==> src/rtl/rst_seq.sv <==
`default_nettype none
// ============================================================================
//  Module      : rst_seq
//  Description : Reset sequencer. Asserts every domain reset asynchronously,
//                synchronizes the release of the raw board reset, waits a hold
//                period, then releases the domains in order with a fixed gap.
//                A software request restarts the hold/release sequence.
//  Revision    : 1.0 - initial release
// ============================================================================
module rst_seq #(
  parameter int SYNC_STAGES = 2,
  parameter int HOLD_CYCLES = 16,
  parameter int GAP_CYCLES  = 4,
  parameter int NUM_DOMAINS = 3
) (
  input  logic                   clk,
  input  logic                   reset,
  input  logic                   sw_rst_req_i,
  output logic [NUM_DOMAINS-1:0] rst_n_o,
  output logic                   done_o,
  output logic [7:0]             sw_rst_cnt_o
);

  localparam int c_HOLD_W = (HOLD_CYCLES > 1) ? $clog2(HOLD_CYCLES) : 1;
  localparam int c_GAP_W  = (GAP_CYCLES  > 1) ? $clog2(GAP_CYCLES)  : 1;

  localparam logic [c_HOLD_W-1:0] c_HOLD_LAST = c_HOLD_W'(HOLD_CYCLES - 1);
  localparam logic [c_GAP_W-1:0]  c_GAP_LAST  = c_GAP_W'(GAP_CYCLES - 1);

  localparam logic [1:0] c_SYNC    = 2'd0;
  localparam logic [1:0] c_HOLD    = 2'd1;
  localparam logic [1:0] c_RELEASE = 2'd2;
  localparam logic [1:0] c_DONE    = 2'd3;

  logic [SYNC_STAGES-1:0] r_sync;
  logic [1:0]             r_state;
  logic [c_HOLD_W-1:0]    r_hold_cnt;
  logic [c_GAP_W-1:0]     r_gap_cnt;
  logic [NUM_DOMAINS-1:0] r_rst_n;
  logic                   r_done;
  logic [7:0]             r_sw_cnt;

  logic [1:0]             w_state_nxt;
  logic [c_HOLD_W-1:0]    w_hold_cnt_nxt;
  logic [c_GAP_W-1:0]     w_gap_cnt_nxt;
  logic [NUM_DOMAINS-1:0] w_rst_n_nxt;
  logic                   w_done_nxt;
  logic                   w_sw_acc;
  logic [NUM_DOMAINS-1:0] w_rel_thermo;
  logic                   w_rel_last;
  logic                   w_hold_end;
  logic                   w_gap_end;

  // Domains are released strictly in order, so the release vector is a
  // thermometer code: releasing the next domain is a shift-in of a one.
  assign w_rel_thermo = NUM_DOMAINS'({r_rst_n, 1'b1});
  assign w_rel_last   = &w_rel_thermo;
  assign w_hold_end   = (r_state == c_HOLD)    && (r_hold_cnt == c_HOLD_LAST);
  assign w_gap_end    = (r_state == c_RELEASE) && (r_gap_cnt  == c_GAP_LAST);
  assign w_sw_acc     = sw_rst_req_i && (r_state != c_SYNC);

  // State, counters, synchronizer and registered outputs; raw reset clears all.
  always_ff @(posedge clk or negedge reset) begin
    if (!reset) begin
      r_sync     <= '0;
      r_state    <= c_SYNC;
      r_hold_cnt <= '0;
      r_gap_cnt  <= '0;
      r_rst_n    <= '0;
      r_done     <= 1'b0;
      r_sw_cnt   <= 8'd0;
    end else begin
      r_sync     <= {r_sync[SYNC_STAGES-2:0], 1'b1};
      r_state    <= w_state_nxt;
      r_hold_cnt <= w_hold_cnt_nxt;
      r_gap_cnt  <= w_gap_cnt_nxt;
      r_rst_n    <= w_rst_n_nxt;
      r_done     <= w_done_nxt;
      if (w_sw_acc && (r_sw_cnt != 8'hFF)) begin
        r_sw_cnt <= r_sw_cnt + 8'd1;
      end
    end
  end

  // Next-state and counter sequencing; an accepted software request restarts HOLD.
  always_comb begin
    w_state_nxt    = r_state;
    w_hold_cnt_nxt = r_hold_cnt;
    w_gap_cnt_nxt  = r_gap_cnt;
    case (r_state)
      c_SYNC: begin
        if (r_sync[SYNC_STAGES-1]) begin
          w_state_nxt    = c_HOLD;
          w_hold_cnt_nxt = '0;
        end
      end
      c_HOLD: begin
        if (w_hold_end) begin
          w_state_nxt   = (NUM_DOMAINS == 1) ? c_DONE : c_RELEASE;
          w_gap_cnt_nxt = '0;
        end else begin
          w_hold_cnt_nxt = r_hold_cnt + 1'b1;
        end
      end
      c_RELEASE: begin
        if (w_gap_end) begin
          w_gap_cnt_nxt = '0;
          if (w_rel_last) begin
            w_state_nxt = c_DONE;
          end
        end else begin
          w_gap_cnt_nxt = r_gap_cnt + 1'b1;
        end
      end
      default: begin
        w_state_nxt = c_DONE;
      end
    endcase
    if (w_sw_acc) begin
      w_state_nxt    = c_HOLD;
      w_hold_cnt_nxt = '0;
      w_gap_cnt_nxt  = '0;
    end
  end

  // Next values of the registered reset lines and done flag.
  always_comb begin
    w_rst_n_nxt = r_rst_n;
    w_done_nxt  = r_done;
    if (w_hold_end || w_gap_end) begin
      w_rst_n_nxt = w_rel_thermo;
      w_done_nxt  = w_rel_last;
    end
    if (w_sw_acc) begin
      w_rst_n_nxt = '0;
      w_done_nxt  = 1'b0;
    end
  end

  assign rst_n_o      = r_rst_n;
  assign done_o       = r_done;
  assign sw_rst_cnt_o = r_sw_cnt;

endmodule
`default_nettype wire
==> config.mk <==
export PLATFORM = sky130hd
export DESIGN_NAME = rst_seq
export DESIGN_NICKNAME = d
export VERILOG_FILES = /design/src/rtl/rst_seq.sv
export SDC_FILE = /design/constraint.sdc
export NUM_CORES = 1
export LEC_CHECK = 0
export ABC_AREA = 1
export CORE_MARGIN = 4
export CORE_UTILIZATION = 32
export CTS_BUF_LIST = sky130_fd_sc_hd__clkbuf_8 sky130_fd_sc_hd__clkbuf_16
export CTS_CLUSTER_SIZE = 16
export DETAILED_ROUTE_END_ITERATION = 8
export DONT_BUFFER_PORTS = 1
export GPL_TIMING_DRIVEN = 0
export HOLD_SLACK_MARGIN = 0.05
export SETUP_SLACK_MARGIN = 0.15
export SLEW_MARGIN = 15
export SYNTH_ARGS = -nofsm -noshare
export SYNTH_HDL_FRONTEND = slang
export SYNTH_SLANG_ARGS = --single-unit
==> constraint.sdc <==
create_clock -name clk -period 2.3 [get_ports clk]
set_clock_uncertainty 0.2 [all_clocks]
set_input_delay 0.69 -clock clk [delete_from_list [all_inputs] [get_ports clk]]
set_output_delay 0.69 -clock clk [all_outputs]
set_load 0.05 [all_outputs]
* Word level (Yosys, flattened, before mapping)
Index checks and enable logic that the tools add are counted.
** Word-level totals
- Register bits after elaboration :: 22
- Bits in latches :: 0
- Memory bits (writable) :: 0
- ROM bits :: 0
- Input port bits :: 3
- Output and inout bits :: 12
- Memories :: 0
** Cells by class
- Add/sub/neg operators :: 3
- Multiply operators :: 0
- Div/mod/pow operators :: 0
- $lt $le $gt $ge :: 0
- Equal/unequal tests :: 10
- Shift operators :: 0
- Mux-type cells :: 18
- Bitwise operators :: 0
- Reductions and logical operators :: 14
** Operators by type and width (number)
- 2-bit 2-to-1 mux :: 8
- 3-bit inequality test (second input constant) :: 5
- 4-bit 2-to-1 mux :: 3
- 8-bit by 1-bit adder with 8-bit output (second input constant) :: 1
- 8-bit inequality test (second input constant) :: 1
- 4-bit one-hot mux with 2 select lines :: 1
- 3-bit 2-to-1 mux :: 2
- 2-bit one-hot mux with 3 select lines :: 1
- 3-bit nonzero test :: 2
- 4-bit by 1-bit adder with 4-bit output (second input constant) :: 1
- 2-bit == test (second input constant) :: 2
- 4-bit == test (second input constant) :: 1
- 1-bit logical AND :: 4
- 2-bit one-hot mux with 2 select lines :: 1
- 2-bit AND reduction :: 2
- 4-bit AND reduction :: 1
- 2-bit nonzero test :: 2
- 3-bit AND reduction :: 1
- 2-bit by 1-bit adder with 2-bit output (second input constant) :: 1
- 2-bit by 1-bit == test with 1-bit output (second input constant) :: 1
- 2-bit zero test :: 1
- 1-bit 2-to-1 mux :: 2
- 1-bit logical OR :: 1

* Depth between registers and ports, before layout
- Depth after elaboration :: 5
- Gate-level depth with buffers :: 8

* Worst setup path after synthesis
Ideal clock, no wire load.
- Path type :: reg2reg
- Start :: register r_sw_cnt[0], in the netlist sw_rst_cnt_o[0]
- End :: register r_sw_cnt[5], in the netlist sw_rst_cnt_o[5]
- Setup time :: 0.118 ns
- Arrival :: 1.464 ns
- Setup slack :: 0.518 ns
- Cell stages (with the launch flop) :: 9
- Path through :: dfrtp_1 > ha_1 > nand3_1 > inv_1 > nand2_1 > nand2_4 > inv_2 > nand3_1 > nand2_1
** On the way
- Cells in the longest elaborated chain, start to end :: 2
- Elaborated cells on any way between the ends :: 3
- Classes of those cells :: add/sub: 1; eq/ne: 1; reduce/logical: 1
** RTL lines
- start, declared :: RTL line 41 : logic [7:0] r_sw_cnt;
- start signal, assigned :: RTL line 80 : r_sw_cnt <= r_sw_cnt + 8'd1;
- parallel branches: the longest is 2 deep, another holds 8-bit by 1-bit adder with 8-bit output
Several ways; the timed one is not identified.
A chain may end at the register's enable or synchronous reset.

* Final worst setup path
- Start :: register r_sw_cnt[0], in the netlist sw_rst_cnt_o[0]
- End :: register r_sw_cnt[6], in the netlist sw_rst_cnt_o[6]
The elaborated chain is that of the path after synthesis.

==> impl_metrics.ini <==
[layout]
antennaDiodeCount = 0
fillers = 385
final_nets = 154
drive_above_1_share_pct = 10.9
post-route-util_pct = 37.2
area_delta_synth_final_pct = 10.9

[power]
p_switching_w = 0.000529
p_leak_nw = 0.636
power.internal_w = 0.000704
combPwrFrac_pct = 21.2
p_sw_share_pct = 42.9
pwr-share-seq_pct = 56.0
power.share.clock_pct = 22.7
vdd_drop_max_v = 0.000303
power_density_nw_per_um2 = 985

[place]
place_congestion = 0.835
dpl.hpwl_um = 1590
portBuffers = 0

[drt]
drt-pass1-iter-count = 3
viasPerCell = 4.51
wl_per_cell_um = 10.8
drt_iter0_markers = 32
wl_um = 2080
drc = 0
vias = 871
ant_nets = 0

[setup_path]
worstSetupPathType = flip-flop to flip-flop
cp-startpoint = sw_rst_cnt_o[0]
reg2reg_from = sw_rst_cnt_o[0]
required_ns = 2.26
worstPathArrival_ns = 1.92
critPathMaxFanout = 8
crit_buf_inv = 2
crit_family = flip-flops
worstPathCellList = ha_1, nand3_1, inv_1, nand2_1, nand2_4, inv_2, nand3_1, nand2_1
cp-start-kind = flip-flop
crit_path_end_kind = flip-flop
cpMaxStageDelayCell = dfrtp_1
crit_path_max_incr_delay_ns = 0.71

[cts]
post_cts_resize_count = 0
htreeDepth = 1
clkTransAtPathRegs_ns = 0.08
clk_latency_ns = 0.26
cts.sinks = 22
cts_root_buf = clkbuf_8
cts_tree = yes
cts_inserted_buffers = 3
clockBufferDepth = 2
post_cts_buffers = 0

[floorplanning]
io_pins = 15
start_util_pct = 33.6
die_h_um = 67.4
dieArea_um2 = 4550
rows = 21
die_w_um = 67.4
core_area_um2 = 3360

[timing]
hold_viol = 0
min_period_ns = 1.96
relSlewSlack_pct = 34.7
rsz0062_at_grt = false
period_share_pct = 85.0
worst_slew_pin_slew_ns = 0.976
fmax_mhz = 511
finalSetupTns_ns = 0
finalSetupViolCount = 0
slew_viol_final = 0

[logic_synthesis]
yosysTopAreaCell = dfrtp_1
ys_seq_area_share_pct = 48.7
ys_top_cells_by_area = dfrtp_1, nand2_1, nand3_1
yosysTopAreaCellShare_pct = 48.7
ys_seq_elements = 22
syn_nets = 148
ys_types = 22
synth_flop_cell = dfrtp_1
yosysWarnings = 0
synthMostInstantiatedCell = nand2_1
synth_edf_count = 0
ys_top_cells_by_count = nand2_1, dfrtp_1, nand3_1
avgSynthCellArea_um2 = 7.96
async_flop_share_pct = 100
syn-instance-count = 142
synth_area_um2 = 1130

[min_path]
hp-start = r_sync[0]
min_path_type = flip-flop to flip-flop

[global_routing]
grt-ovfl-total = 0
grt_first_pass_wirelength_um = 3670
grtUsageTotal_pct = 10.6
grt_pass1_vias = 845
antenna_found_initial = 0
grt_max_degree = 23

[run_status]
status = finished clean

[run]
drv_cap = 0
logic make-up after synthesis:
| family | share of synthesized area (%) |
|---|---|
| buffers and inverters | 5.65 |
| flip-flops | 48.7 |
| AND/OR/NAND/NOR | 33.7 |
| other | 0.332 |
| adder cells (fa/ha/maj) | 3.32 |
| AO/OA/AOI/OAI | 4.43 |
| XOR/XNOR | 3.88 |
final cells by class:
type	instances	area (µm²)	area share, %
well taps	46	57.6	4.60
flip-flops and latches	22	551	44.0
repair buffers	1	10.0	0.799
clock buffers	4	55.1	4.40
multi-input cells	103	515	41.2
inverters	17	63.8	5.09
routing by layer:
metal	vias up	share of wire, %	track usage [%]	wire [µm]
met3	2	4.6	2.66	95
met4	0	0.87	4.81	18
met5	-	0	0	0
li1	459	-	-	-
met2	10	48	16.8	992
met1	400	47	13.5	974
what timing repair did:
action | CTS | global route
hold endpoints to repair | 22 | 0
endpoints found under the setup margin | 0 | 0
hold buffers | 1 | 0
through the flow:
| step | cell area, µm² | setup slack, ns | total power, W | hold WS [ns] | cells |
|---|---|---|---|---|---|
| final | 1250 | 0.344 | 0.00123 | 0.153 | 193 |
| after global routing | 1250 | 0.173 | 0.00132 | 0.174 | 193 |
| after CTS | 1250 | 0.324 | 0.00125 | 0.154 | 193 |
| after detailed placement | 1190 | 0.345 | 0.000957 | 0.135 | 188 |
| after global placement | 1190 | 0.357 | 0.000943 | 0.133 | 188 |
| after floorplan | 1130 | 0.518 | 0.000890 | 0.131 | 142 |
final timing paths:
path | to | slack, ns | cells past startpoint
worst min-delay path | r_sync[1] | 0.15 | 0
worst max-delay path | sw_rst_cnt_o[6] | 0.34 | 8
worst max register to register | sw_rst_cnt_o[6] | 0.34 | 8
worst min register to register | r_sync[1] | 0.15 | 0
min in group asynchronous | r_hold_cnt[0] | 0.83 | 1
max in group asynchronous | r_hold_cnt[3] | 0.48 | 1
power by group through the flow:
stage | clock network [W] | registers, W | logic (W)
detailed placement | 0 | 0.000702 | 0.000255
global route | 0.000306 | 0.000708 | 0.000307
floorplan | 0 | 0.000675 | 0.000215
global placement | 0 | 0.000697 | 0.000246
CTS | 0.000292 | 0.000694 | 0.000267
finish | 0.000280 | 0.000691 | 0.000262
cell usage in the layout, fill, tap and decap left out, drive strengths merged:
| cell type | count |
|---|---|
| ha | 3 |
| o21ai | 7 |
| nand4 | 3 |
| or2 | 3 |
| nor3 | 1 |
| clkbuf | 4 |
| xnor2 | 2 |
| conb | 1 |
| nand3b | 1 |
| inv | 17 |
| nand3 | 14 |
| o21a | 1 |
| nand2 | 56 |
| dlygate4sd3 | 1 |
| nor2 | 8 |
| xor2 | 3 |
| dfrtp | 22 |
worst register-to-register path, cell delays in order (launching register included):
cell     delay [ns]
dfrtp_1        0.71
ha_1           0.32
nand3_1        0.12
inv_1          0.09
nand2_1        0.10
nand2_4        0.12
inv_2          0.08
nand3_1        0.07
nand2_1        0.05
flip-flops by register name, indices dropped and copies added (netlist names):
signal	flops
done_o	1
r_gap_cnt	2
r_hold_cnt	4
r_state	2
r_sync	2
rst_n_o	3
sw_rst_cnt_o	8
(Power assumes the default switching activity.)
